==> src/rtl/num_to_str_pkg.sv <==
// Shared constants and state encoding for the number/string converters.
package num_to_str_pkg;

    localparam logic [7:0]  ASCII_ZERO = 8'h30;
    localparam logic [7:0]  ASCII_NL   = 8'h0A;
    localparam int unsigned MAX_DIGITS = 10;

    typedef enum logic [1:0] {
        IDLE = 2'd0,
        CONV = 2'd1,
        EMIT = 2'd2,
        TERM = 2'd3
    } conv_state_t;

    function automatic logic [7:0] digit_to_ascii(input logic [3:0] digit);
        return ASCII_ZERO + {4'h0, digit};
    endfunction

endpackage

==> src/rtl/num_to_str_divmod10.sv <==
// Combinational divide and modulo by ten of a 32-bit unsigned value.
module divmod10 (
    input  logic [31:0] value,
    output logic [31:0] quot,
    output logic [3:0]  rem
);

    // Constant divisor lets synthesis build a dedicated reciprocal network.
    always_comb begin
        quot = value / 32'd10;
        rem  = 4'(value % 32'd10);
    end

endmodule

==> src/rtl/num_to_str.sv <==
// Converts a 32-bit unsigned number into its decimal ASCII string,
// most significant digit first, followed by a terminator character.
module num_to_str
    import num_to_str_pkg::*;
#(
    parameter logic [7:0] TERM_CHAR = ASCII_NL
) (
    input  logic        clk,
    input  logic        rst,
    input  logic [31:0] n_dtm,
    input  logic        n_vld,
    output logic        n_rdy,
    output logic [7:0]  s_dtm,
    output logic        s_vld,
    input  logic        s_rdy
);

    conv_state_t state;
    conv_state_t state_next;

    logic [31:0] work;
    logic [3:0]  count;
    logic [3:0]  stack [MAX_DIGITS];
    logic [31:0] quot;
    logic [3:0]  rem;
    logic [3:0]  top_idx;

    divmod10 u_divmod10 (
        .value (work),
        .quot  (quot),
        .rem   (rem)
    );

    // Digits are produced least significant first, so the top of the stack
    // holds the most significant digit once conversion finishes.
    assign top_idx = count - 4'd1;

    // State register.
    always_ff @(posedge clk or posedge rst) begin
        if (rst) begin
            state <= IDLE;
        end else begin
            state <= state_next;
        end
    end

    // Next-state decision.
    always_comb begin
        state_next = state;
        unique case (state)
            IDLE: if (n_vld)                state_next = CONV;
            CONV: if (quot == '0)           state_next = EMIT;
            EMIT: if (s_rdy && count == 4'd1) state_next = TERM;
            TERM: if (s_rdy)                state_next = IDLE;
            default:                        state_next = IDLE;
        endcase
    end

    // Work register, digit count and digit stack.
    always_ff @(posedge clk or posedge rst) begin
        if (rst) begin
            work  <= '0;
            count <= '0;
            for (int unsigned i = 0; i < MAX_DIGITS; i++) begin
                stack[i] <= '0;
            end
        end else begin
            unique case (state)
                IDLE: begin
                    if (n_vld) begin
                        work  <= n_dtm;
                        count <= '0;
                    end
                end
                CONV: begin
                    stack[count] <= rem;
                    work         <= quot;
                    count        <= count + 4'd1;
                end
                EMIT: begin
                    if (s_rdy) begin
                        count <= count - 4'd1;
                    end
                end
                default: ;
            endcase
        end
    end

    // Handshake and character outputs decoded from the current state.
    always_comb begin
        n_rdy = 1'b0;
        s_vld = 1'b0;
        s_dtm = 8'h00;
        unique case (state)
            IDLE: n_rdy = 1'b1;
            CONV: ;
            EMIT: begin
                s_vld = 1'b1;
                s_dtm = digit_to_ascii(stack[top_idx]);
            end
            TERM: begin
                s_vld = 1'b1;
                s_dtm = TERM_CHAR;
            end
            default: ;
        endcase
    end

endmodule

==> config.mk <==
export PLATFORM = sky130hd
export DESIGN_NAME = num_to_str
export DESIGN_NICKNAME = d
export VERILOG_FILES = /design/src/rtl/num_to_str_pkg.sv /design/src/rtl/num_to_str_divmod10.sv /design/src/rtl/num_to_str.sv
export SDC_FILE = /design/constraint.sdc
export NUM_CORES = 1
export LEC_CHECK = 0
export CORE_UTILIZATION = 65
export DETAILED_ROUTE_END_ITERATION = 16
export GPL_ROUTABILITY_DRIVEN = 0
export PLACE_DENSITY = 0.85
export SYNTH_ARGS = -nofsm -noshare
export SYNTH_HDL_FRONTEND = slang
export SYNTH_SLANG_ARGS = --single-unit
==> constraint.sdc <==
create_clock -name clk -period 31.5 [get_ports clk]
set_clock_uncertainty 0.1 [all_clocks]
set_input_delay 9.45 -clock clk [delete_from_list [all_inputs] [get_ports clk]]
set_output_delay 9.45 -clock clk [all_outputs]
set_load 0.02 [all_outputs]
# Word level (Yosys, flattened, before mapping)
# Index checks and enable logic that the tools add are counted.
# Widths: inputs -> output; s select.
word_totals:
  register_bits: 78
  latchBits: 0
  mem_bits_rw: 0
  mem_bits_ro: 0
  input_bits: 36
  output_inout_bits: 10
  wordCells: 61
  mem_count: 0
classes:
  n_addsub: 3
  mul: 0
  div_mod_pow: 2
  magnitude_cmp: 3
  eq_ne: 9
  shift: 0
  muxes: 19
  n_bitwise: 2
  n_reduce_logical: 10
op_table:
  columns: ["operator", "count"]
  rows:
  - ["$pmux 32 s2", 1]
  - ["$bwmux 40", 1]
  - ["$div 32x4->32 const B", 1]
  - ["$logic_not 32->1", 1]
  - ["$mod 32x4->32 const B", 1]
  - ["$mux 32", 1]
  - ["$mux 4", 5]
  - ["$bmux 4 s4", 1]
  - ["$demux 4 s4", 1]
  - ["$pmux 7 s2", 1]
  - ["$pmux 4 s3", 1]
  - ["$ge 5x5->1 const B", 2]
  - ["$ne 2x2->1 const B", 5]
  - ["$not 4->5", 2]
  - ["$mux 2", 4]
  - ["$pmux 2 s4", 1]
  - ["$add 6x4->7 const A", 1]
  - ["$lt 5x1->1 const B", 1]
  - ["$add 4x1->4 const B", 1]
  - ["$eq 2x2->1 const B", 2]
  - ["$eq 4x1->1 const B", 1]
  - ["$reduce_and 4->1", 1]
  - ["$sub 4x1->4 const B", 1]
  - ["$reduce_and 3->1", 1]
  - ["8 further kinds", 10]

# Depth between registers and ports, before layout
depth:
  depth_word: 7
  ltp_mapped: 48

# Cells and area by module
# Synthesis repeated with hierarchy kept, for this count alone.
hier_totals:
  cells_unflattened: 1156
  area_unflattened_um2: 9466.6
by_module_without_submodules:
  columns: ["mod", "n_inst", "cells_per_inst", "area_each_um2", "seq_area_each_um2"]
  rows:
  - ["divmod10", 1, 809, 5380.2, 0.0]
  - ["num_to_str", 1, 347, 4086.4, 1951.9]

# Least setup slack after synthesis
# Ideal clock, no wire load.
synth_timing:
  path_kind: "reg2out"
  startpoint: "reg count[0]"
  endpoint: "out s_dtm[1]"
  t_arrival_ns: 2.949
  required_time_ns: 21.950
  path_slack_ns: 19.001
  stages_incl_launch_ff: 11
  path_buffers: 3
  cell_sequence: "dfrtp_1 > clkbuf_1 > clkbuf_1 > inv_1 > ha_1 > clkbuf_1 > mux4_2 > mux2_2 > nand2_1 > o31ai_1 > a21o_1"
synth_between:
  elab_chain_len: 7
synth_rtl:
  columns: ["element", "line", "source"]
  rows:
  - ["start, declared", "num_to_str.sv:22", "logic [3:0] count;"]
  - ["start signal, assigned", "num_to_str.sv:78", "count <= count + 4'd1;"]
  - ["start signal, assigned", "num_to_str.sv:82", "count <= count - 4'd1;"]
  - ["$sub 4x1->4", "num_to_str.sv:36", "assign top_idx = count - 4'd1;"]
  - ["$not 4->5 (implied by the code)", "num_to_str.sv:100", "s_dtm = digit_to_ascii(stack[top_idx]);"]
  - ["$bmux 4 s4", "num_to_str.sv:100", null]
  - ["$mux 4 (implied by the code) (2 in a row)", "num_to_str.sv:100", null]
  - ["$add 6x4->7", "num_to_str_pkg.sv:16", "return ASCII_ZERO + {4'h0, digit};"]
  - ["$pmux 7 s2", "num_to_str.sv:95", "unique case (state)"]
  - ["end, declared", "num_to_str.sv:13", "output logic [7:0] s_dtm,"]
# No other way between the ends. The select of a mux whose other input is x is not followed.

# Worst setup path in the final report
layout_timing:
  startpoint: "reg work[28]"
  endpoint: "reg stack[6] (netlist bit)"
layout_between:
  elab_chain_len: 2
layout_rtl:
  columns: ["element", "line", "source"]
  rows:
  - ["start, declared", "num_to_str.sv:21", "logic [31:0] work;"]
  - ["start signal, assigned", "num_to_str.sv:71", "work <= n_dtm;"]
  - ["start signal, assigned", "num_to_str.sv:77", "work <= quot;"]
  - ["$mod 32x4->32", "num_to_str_divmod10.sv:11", "rem = 4'(value % 32'd10);"]
  - ["$bwmux 40", "num_to_str.sv:76", "stack[count] <= rem;"]
  - ["end signal, assigned by index", "num_to_str.sv:76", null]
  - ["end, declared", "num_to_str.sv:23", "logic [3:0] stack [MAX_DIGITS];"]
# No other way between the ends.
# A chain may end at the register's enable or synchronous reset.

==> impl_metrics.env <==
export IMPL_path_clk_slew_ps=70
export IMPL_max_cap_violations=0
export IMPL_placed_area_mm2=0.00971
export IMPL_yosys_area_top_type="dfrtp_1"
export IMPL_critPathMaxFanout=28
export IMPL_setup_violations=0
export IMPL_cts_setup_buffers=0
export IMPL_cts_buffer_depth=2
export IMPL_synth_edff_count=0
export IMPL_grt_max_degree=79
export IMPL_cts_buffers_inserted=9
export IMPL_cp_slowest_stage_delay_ps=820
export IMPL_ys_seq_elements=78
export IMPL_place_ws_ps=18190
export IMPL_dp_hpwl_um=18300
export IMPL_synth_cells=1254
export IMPL_cts_resized=0
export IMPL_rr_startpoint="work[28]$_DFFE_PP0P_"
export IMPL_fin_crit_sh=0.430
export IMPL_end_kind="flip-flop"
export IMPL_postCtsHoldBufs=0
export IMPL_h_tree_depth=3
export IMPL_drtIter0Drc=1796
export IMPL_rsz0062_at_grt="false"
export IMPL_fin_area_mm2=0.0100
export IMPL_setup_slack_ps=17970
export IMPL_r2r_end="stack[6]$_DFFE_PP0P_"
export IMPL_rows=43
export IMPL_core_area_mm2=0.0140
export IMPL_grt_pass1_wl_um=43000
export IMPL_netlist_area_leader_share=0.206
export IMPL_status="finished, final reports clean"
export IMPL_max_freq_mhz=73.9
export IMPL_use_met1=0.530
export IMPL_busiest_layer="met2"
export IMPL_drive_above_1_share=0.0986
export IMPL_wl_per_cell_um=19.1
export IMPL_maxSlewViolCount=0
export IMPL_ant_nets=0
export IMPL_cts_sinks=78
export IMPL_hold_class="flip-flop to flip-flop"
export IMPL_antenna_found_initial=0
export IMPL_root_buffer="clkbuf_16"
export IMPL_die_h_um=123
export IMPL_grt_overflow=0
export IMPL_use_met3=0.0325
export IMPL_synth_area_leaders="dfrtp_1 21%, nand2_1 6.0%, o21ai_0 5.4%, a21oi_1 4.2%, nor2_1 3.7%"
export IMPL_num_vias=10152
export IMPL_crit_type="flip-flop to flip-flop"
export IMPL_netlist_area_mm2=0.00946
export IMPL_required_ps=31590
export IMPL_die_area_mm2=0.0150
export IMPL_relSlewSlack=0.270
export IMPL_initial_core_util=0.673
export IMPL_synth_warning_count=0
export IMPL_setup_tns_ps=0
export IMPL_area_delta_synth_final_pct=5.84
export IMPL_reg2regPathDepth=37
export IMPL_clk_latency_ps=340
export IMPL_drc_errors=0
export IMPL_vias_per_cell=7.27
export IMPL_worst_pin_slew_ps=1090
export IMPL_fin_crit_ps=13530
export IMPL_worstHoldPathCells=2
export IMPL_nFillCells=1127
export IMPL_grt_pass1_vias=8684
export IMPL_critPathSlowestCell="dfrtp_1"
export IMPL_track_usage=0.351
export IMPL_antenna_cells=0
export IMPL_tritoncts="yes"
export IMPL_yosys_most_used_dff="dfrtp_1"
export IMPL_fp_dieW_um=123
export IMPL_r2r_slack_ps=17970
export IMPL_hold_violations=0
export IMPL_fin_nets=1257
export IMPL_ys_seq_area_frac=0.206
export IMPL_met2_usage=0.536
export IMPL_drt_pass1_iter_count=6
export IMPL_hp_start="stack[39]$_DFFE_PP0P_"
export IMPL_io_pins=46
export IMPL_async_flop_share=1.00
export IMPL_synth_avg_cell_area_um2=7.54
export IMPL_min_to="stack[39]$_DFFE_PP0P_"
export IMPL_holdWs_ps=377
export IMPL_cp_start_kind="flip-flop"
export IMPL_routed_wl_um=26700
export IMPL_synth_cell_type_count=110
export IMPL_port_buffer_count=43
export IMPL_cpMostUsedCell="a21oi_1"
export IMPL_arrival_ps=13620
-- critical path: cells and delay by family, from the launching register on --
family          cells  cell delay [ps]
simple gates        9             3250
compound gates     22             6690
mux                 3             1370
fa+ha+maj           2              830
buf+inv             1              260
flops               1              820
-- cells in the mapped netlist (8+ instances only) --
cell	count
nand4_1	15
or3_1	12
a211o_1	8
inv_1	33
nand2_1	152
o21ai_0	102
mux2_2	30
o211ai_1	14
nor4_1	15
a31oi_1	17
dfrtp_1	78
o2111ai_1	16
a21oi_1	80
o21ai_1	17
a211oi_1	27
a21o_1	18
xnor2_1	18
and2_1	10
buf_2	19
o31ai_1	16
o22ai_1	11
nor2b_1	9
nand3_1	45
nand2b_1	9
mux2i_1	26
nor3_1	40
mux4_2	8
buf_4	9
o21a_1	8
and3_1	14
clkbuf_1	67
ha_1	9
nor2_1	92
-- how the worst max path moves through the flow --
stage,depth (start not counted),from,slack [ps],endpoint
6_report,37,work[28]$_DFFE_PP0P_,17970,stack[6]$_DFFE_PP0P_
5_1_grt,37,work[28]$_DFFE_PP0P_,16890,stack[6]$_DFFE_PP0P_
4_1_cts,8,count[0]$_DFFE_PP0P_,18040,s_dtm[1]
3_5_place_dp,16,n_vld,18190,state[1]$_DFFE_PP0P_
3_3_place_gp,16,n_vld,18260,state[1]$_DFFE_PP0P_
2_1_floorplan,10,count[0]$_DFFE_PP0P_,19000,s_dtm[1]
-- cells in the final DEF, fill, tap and decap left out, types with 12 or more instances in the layout --
cell,count
o31ai_1,16
o21ai_0,102
o2111ai_1,16
mux2_2,30
a21oi_1,80
a211oi_1,27
xnor2_1,18
nand2_1,152
a21o_1,18
mux2i_1,25
nand3_1,45
nor4_1,15
nor3_1,40
inv_1,32
o21ai_1,17
and3_1,14
nor2_1,92
a31oi_1,17
clkdlybuf4s50_1,43
nand4_1,15
dfrtp_1,78
o211ai_1,14
or3_1,12
-- per-stage QoR --
step           instances   util
2_1_floorplan       1255      -
3_5_place_dp        1381  0.691
4_1_cts             1397  0.713
6_report            1397  0.713
3_3_place_gp        1381  0.691
5_1_grt             1397  0.713
-- sequential cells by signal (all words and copies together) (netlist names) --
name,cells
state,2
count,4
work,32
stack,40
-- area by class of cell --
class,count,area [um2],share of cell area
clock inverter,7,75.1,0.00750
sequential,78,1950,0.195
multi-input combinational,1033,6900,0.689
timing repair buffer,49,475,0.0475
inverter,41,155,0.0155
clock buffer,9,225,0.0225
tap,180,225,0.0225
-- cells by family after synthesis --
| logic type | synth area share |
|---|---|
| adders and majority gates | 0.0161 |
| buffers and inverters | 0.0656 |
| xor gates and xnor gates | 0.0195 |
| muxes | 0.0839 |
| AOI/OAI and AO/OA | 0.362 |
| DFF | 0.206 |
| and+or+nand+nor | 0.247 |
| other | 0.000397 |
-- layer usage --
metal / vias to the layer above / share of wire
li1: 4702 / -
met1: 4735 / 0.44
met2: 644 / 0.46
met5: - / 0
met3: 71 / 0.086
met4: 0 / 0.018
Power is not shown: default switching activity piles up to over one toggle a cycle in this logic, so the estimate is an artifact.
==> RTL change 1 (config.mk and constraints unchanged) <==
Set the package constant `MAX_DIGITS` to 11 (it was 10).
--- a/src/rtl/num_to_str_pkg.sv
+++ b/src/rtl/num_to_str_pkg.sv
@@ -5,3 +5,3 @@
     localparam logic [7:0]  ASCII_NL   = 8'h0A;
-    localparam int unsigned MAX_DIGITS = 10;
+    localparam int unsigned MAX_DIGITS = 11;
 
Formal check against the unedited RTL: no difference found for any inputs over 4 cycles, from zero or initial values and one cycle with rst high; that may be too few to reach the edited logic, so the function may still have changed.
==> RTL change 1 against the original RTL <==
  * Worst hold slack improved by 0.0080 ns
  * Critical endpoint is now stack[37]$_DFFE_PP0P_
  * Sequential cell count rose by 4
  * Worst setup slack worse by 1.0 ns
  * Die area is 2.7% higher
  * Final cell count fell by 1.2%
  * Cell area grew 1.4%
  * Area after synthesis is 2.7% higher
  * Count of clock-buffer cells in the layout stayed put
  * Wire length decreased by 5.7%
Power is not shown: default switching activity piles up to over one toggle a cycle in this logic, so the estimate is an artifact.
==> RTL change 1: results (changes against the original RTL) <==
- Status: completed
- Pin count of the biggest net entering global routing: 83 (+5.1%)
- Reg2reg start: work[30]$_DFFE_PP0P_
- Slowest Stage Delay on Critical Path: 0.99 ns (+0.17 ns)
- Filler cells: 1175 (+4.3%)
- Post-DP HPWL: 17.5 mm (-4.7%)
- Seq/Total Area, Yosys: 21.1% (+0.48 points)
- Launch point of the worst hold path: stack[10]$_DFFE_PP0P_
- Biggest regs: stack: 44 flops, work: 32 flops, count: 4 flops
- Critical path arrival: 14.60 ns (+0.98 ns)
- Vias: 9807 (-3.4%)
- Clk buf depth: 2 (unchanged)
- Crit path max fanout: 41 (+46%)
- Routed len/inst: 18.2 um (-4.6%)
- Net count, final: 1236 (-1.7%)
- Post-CTS sizing: 0 (unchanged)
- Clk_lat worst skew: 0.34 ns (about the same)
- Synth top cells by count: nand2_1, nor2_1, o21ai_0
- Postcts setup bufs: 0 (unchanged)
- N_diodes: 0 (unchanged)
- Vias in the first global route: 8608 (-0.88%)
- CP max stage cell: nor4_4
- DR iter-0 viols: 1203 (-33%)
- First-pass DRT Iterations: 5 (-1)
- Synth area leaders: dfrtp_1, nand2_1, o21ai_0, mux2i_1, a21oi_1
- Final Critical Period: 14.53 ns (+1.00 ns)
- Total global routing track utilization: 32.4% (-2.8 points)
- Distinct cell type count after synthesis: 115 (+4.5%)
- First-pass GRT wire length: 42.4 mm (-1.5%)
- Slew HR: 23.2% (-3.8 points)
- Share of layout cells above drive strength 1: 10.7% (+0.84 points)
## RTL change 1: cell types whose count changed after synthesis, moves of 9 or more
cell	change
o21ai_1	+21
o21ai_0	-19
clkbuf_1	-12
a21oi_1	-11
buf_6	+11
nand3_1	-10
mux2i_1	+9
o2111ai_1	-9
## RTL change 1: final timing paths
kind                                               to  slack (ns)  depth (start not counted)
worst max-delay path            stack[37]$_DFFE_PP0P_       16.97                         39
worst min-delay path            stack[10]$_DFFE_PP0P_        0.38                          2
worst max register to register  stack[37]$_DFFE_PP0P_       16.97                         39
worst min register to register  stack[10]$_DFFE_PP0P_        0.38                          2
max in group asynchronous       stack[34]$_DFFE_PP0P_       20.97                          3
min in group asynchronous        work[12]$_DFFE_PP0P_        9.67                          3
## RTL change 1: logic make-up after synthesis
kind of cell,after synthesis,share of synthesized area (%)
AO/OA/AOI/OAI,429,33.2
XOR/XNOR,22,2.20
adder cells (fa/ha/maj),10,1.28
buffers and inverters,148,7.78
flip-flops,82,21.1
multiplexers,77,9.40
other,1,0.0386
AND/OR/NAND/NOR,470,25.0
## RTL change 1: cell type report
type	count	area [sq um]	share of cell area, %
Clock buffer	9	225	2.22
Multi-Input combinational cell	1010	6930	68.3
Tap cell	184	230	2.27
Sequential cell	82	2050	20.2
Inverter	37	140	1.38
Clock inverter	7	81.3	0.802
Timing Repair Buffer	51	490	4.83
## RTL change 1: worst max-delay path, delay by kind of cell, from the launching register on
family                     cells  cell delay (ns)
muxes                          4             1.47
adders and majority gates      1             0.19
xor gates and xnor gates       1             0.19
and+or+nand+nor               12             4.74
AOI/OAI and AO/OA             20             6.98
DFF                            1             0.32
buffers and inverters          1             0.34
## RTL change 1: layer usage
| metal | GRT usage [%] | vias up | wire, um |
|---|---|---|---|
| met3 | 4.60 | 89 | 2140 |
| met2 | 49.6 | 522 | 11300 |
| met4 | 12.5 | 0 | 865 |
| met5 | 0 | - | 0 |
| met1 | 46.2 | 4606 | 10800 |
| li1 | - | 4590 | - |
## RTL change 1: metrics by stage
| stage | cells | setup slack, ns | cell area (sq um) | hold slack (ns) |
|---|---|---|---|---|
| floorplan | 1240 | 19.18 | 9720 | 0.345 |
| global placement | 1364 | 17.87 | 9840 | 0.365 |
| detailed placement | 1364 | 17.53 | 9840 | 0.373 |
| CTS | 1380 | 17.28 | 10100 | 0.388 |
| global route | 1380 | 15.97 | 10100 | 0.412 |
| finish | 1380 | 16.97 | 10100 | 0.385 |
==> RTL change 2 (same settings) <==
Made on the original files. Reset style: synchronous (`rst`), changed in 2 clocked blocks.
--- a/src/rtl/num_to_str.sv
+++ b/src/rtl/num_to_str.sv
@@ -38,3 +38,3 @@
     // State register.
-    always_ff @(posedge clk or posedge rst) begin
+    always_ff @(posedge clk) begin
         if (rst) begin
@@ -59,3 +59,3 @@
     // Work register, digit count and digit stack.
-    always_ff @(posedge clk or posedge rst) begin
+    always_ff @(posedge clk) begin
         if (rst) begin
Behaviour: differs if rst is asserted again (counterexample within 4 cycles, from zero or initial values and one cycle with rst high); with rst held inactive, the same outputs for 4 cycles.
==> RTL change 2 against the original RTL <==
  * Worst setup slack better by 0.15 ns
  * Core utilization down 1.7 points
  * Sequential cell count up 24
  * Worst hold slack better by 0.076 ns
  * Wire length up 2.6%
  * Final cell count up 0.79%
  * Cell area up 6.4%
  * Area after synthesis up 8.9%
Power is left out: the tool's default activity adds up to more than one toggle a clock period on the data nets, which glitch-free logic cannot reach.
==> RTL change 2: results (changes against the original RTL) <==
- Highest clock rate: 0.0748 GHz (+1.1%)
- WL met3: 2.29 mm (about the same)
- R2R setup slack: 18.51 ns (+0.54 ns)
- Dpl ws: 18.16 ns (-0.0297 ns)
- Critical path arrival: 3.83 ns (-9.79 ns)
- Routed met2 length: 13.1 mm (+6.8%)
- Total global routing track utilization: 33.4% (-1.8 points)
- Reg2reg start: work[29]$_SDFFE_PP0P_
- CP Launch Point: count[0]$_SDFFE_PP0P_
- Routed len/inst: 19.4 um (+1.8%)
- Number of synthesized flops with an enable pin: 64 (+64)
- Compound-Gate Fraction of Synth Area: 34.4% (-1.8 points)
- Pin count of the biggest net entering global routing: 59 (-25%)
- DR iter-0 viols: 1301 (-28%)
- Met1 wire length: 11.3 mm (-3.0%)
- Biggest regs: stack: 64 flops, work: 32 flops, count: 4 flops
- Post-Place Cells: 1392 (+0.80%)
- Capture point of the worst reg-to-reg path: stack[12][2]$_DFFE_PP_
- Status: completed
- Distinct cell type count after synthesis: 124 (+13%)
- Top_reg_cell synth: edfxtp_1
- Slew HR: 25.5% (-1.5 points)
- Post-synthesis mux area share: 6.28% (-2.1 points)
- Post-synthesis xor/xnor area fraction: 1.35% (-0.60 points)
- Net count, final: 1235 (-1.8%)
- Worst setup path end: s_dtm[3]
- Filler cells: 1254 (+11%)
- Worst reg2reg path depth: 35 (-5.4%)
- Synth top cells by count: nor2_1, a21oi_1, nand2_1
- Adder-Cell Fraction of Synth Area: 0.850% (-0.76 points)
- Post-DP HPWL: 19.1 mm (+4.0%)
- Crit path max fanout: 30 (+7.1%)
- M3 GR Usage: 4.26% (+1.0 points)
- Top cell type's share of synthesized area: 18.7% (-2.0 points)
[RTL change 2: changes by cell type after synthesis, moves of 12 or more]
cell      before  now
mux2_2        30    2
clkbuf_1      67   32
nand2_1      152   79
dfxtp_1        0   38
o21ai_0      102   41
edfxtp_1       0   64
dfrtp_1       78    0
buf_6          3   15
buf_4          9   27
a211oi_1      27   54
a31oi_1       17   32
nor2_1        92  148
[RTL change 2: layout make-up]
cell class,count,area (sq um),share of cell area (%)
clock inverter,7,76.3,0.717
sequential,102,2680,25.2
timing repair buffer,47,455,4.28
clock buffer,9,225,2.11
tap,211,264,2.48
multi-input combinational,995,6810,63.9
inverter,37,139,1.30
[RTL change 2: worst max-delay path, cell delays in order (launching register included)]
cell	delay, ns
dfxtp_1	0.32
buf_4	0.40
inv_1	0.17
ha_1	0.80
mux4_2	0.41
nor2b_1	0.14
a211oi_1	0.38
a21oi_1	0.10
a21o_1	0.23
clkdlybuf4s50_1	0.53
[RTL change 2: how the worst min path moves through the flow]
stage / endpoint / slack (ns) / startpoint
6_report: state[0]$_SDFFE_PP0P_ / 0.45 / state[0]$_SDFFE_PP0P_
5_1_grt: state[1]$_SDFFE_PP0P_ / 0.50 / state[1]$_SDFFE_PP0P_
3_5_place_dp: state[0]$_SDFFE_PP0P_ / 0.45 / state[0]$_SDFFE_PP0P_
2_1_floorplan: state[1]$_SDFFE_PP0P_ / 0.38 / state[1]$_SDFFE_PP0P_
4_1_cts: state[0]$_SDFFE_PP0P_ / 0.46 / state[0]$_SDFFE_PP0P_
3_3_place_gp: state[1]$_SDFFE_PP0P_ / 0.41 / state[1]$_SDFFE_PP0P_
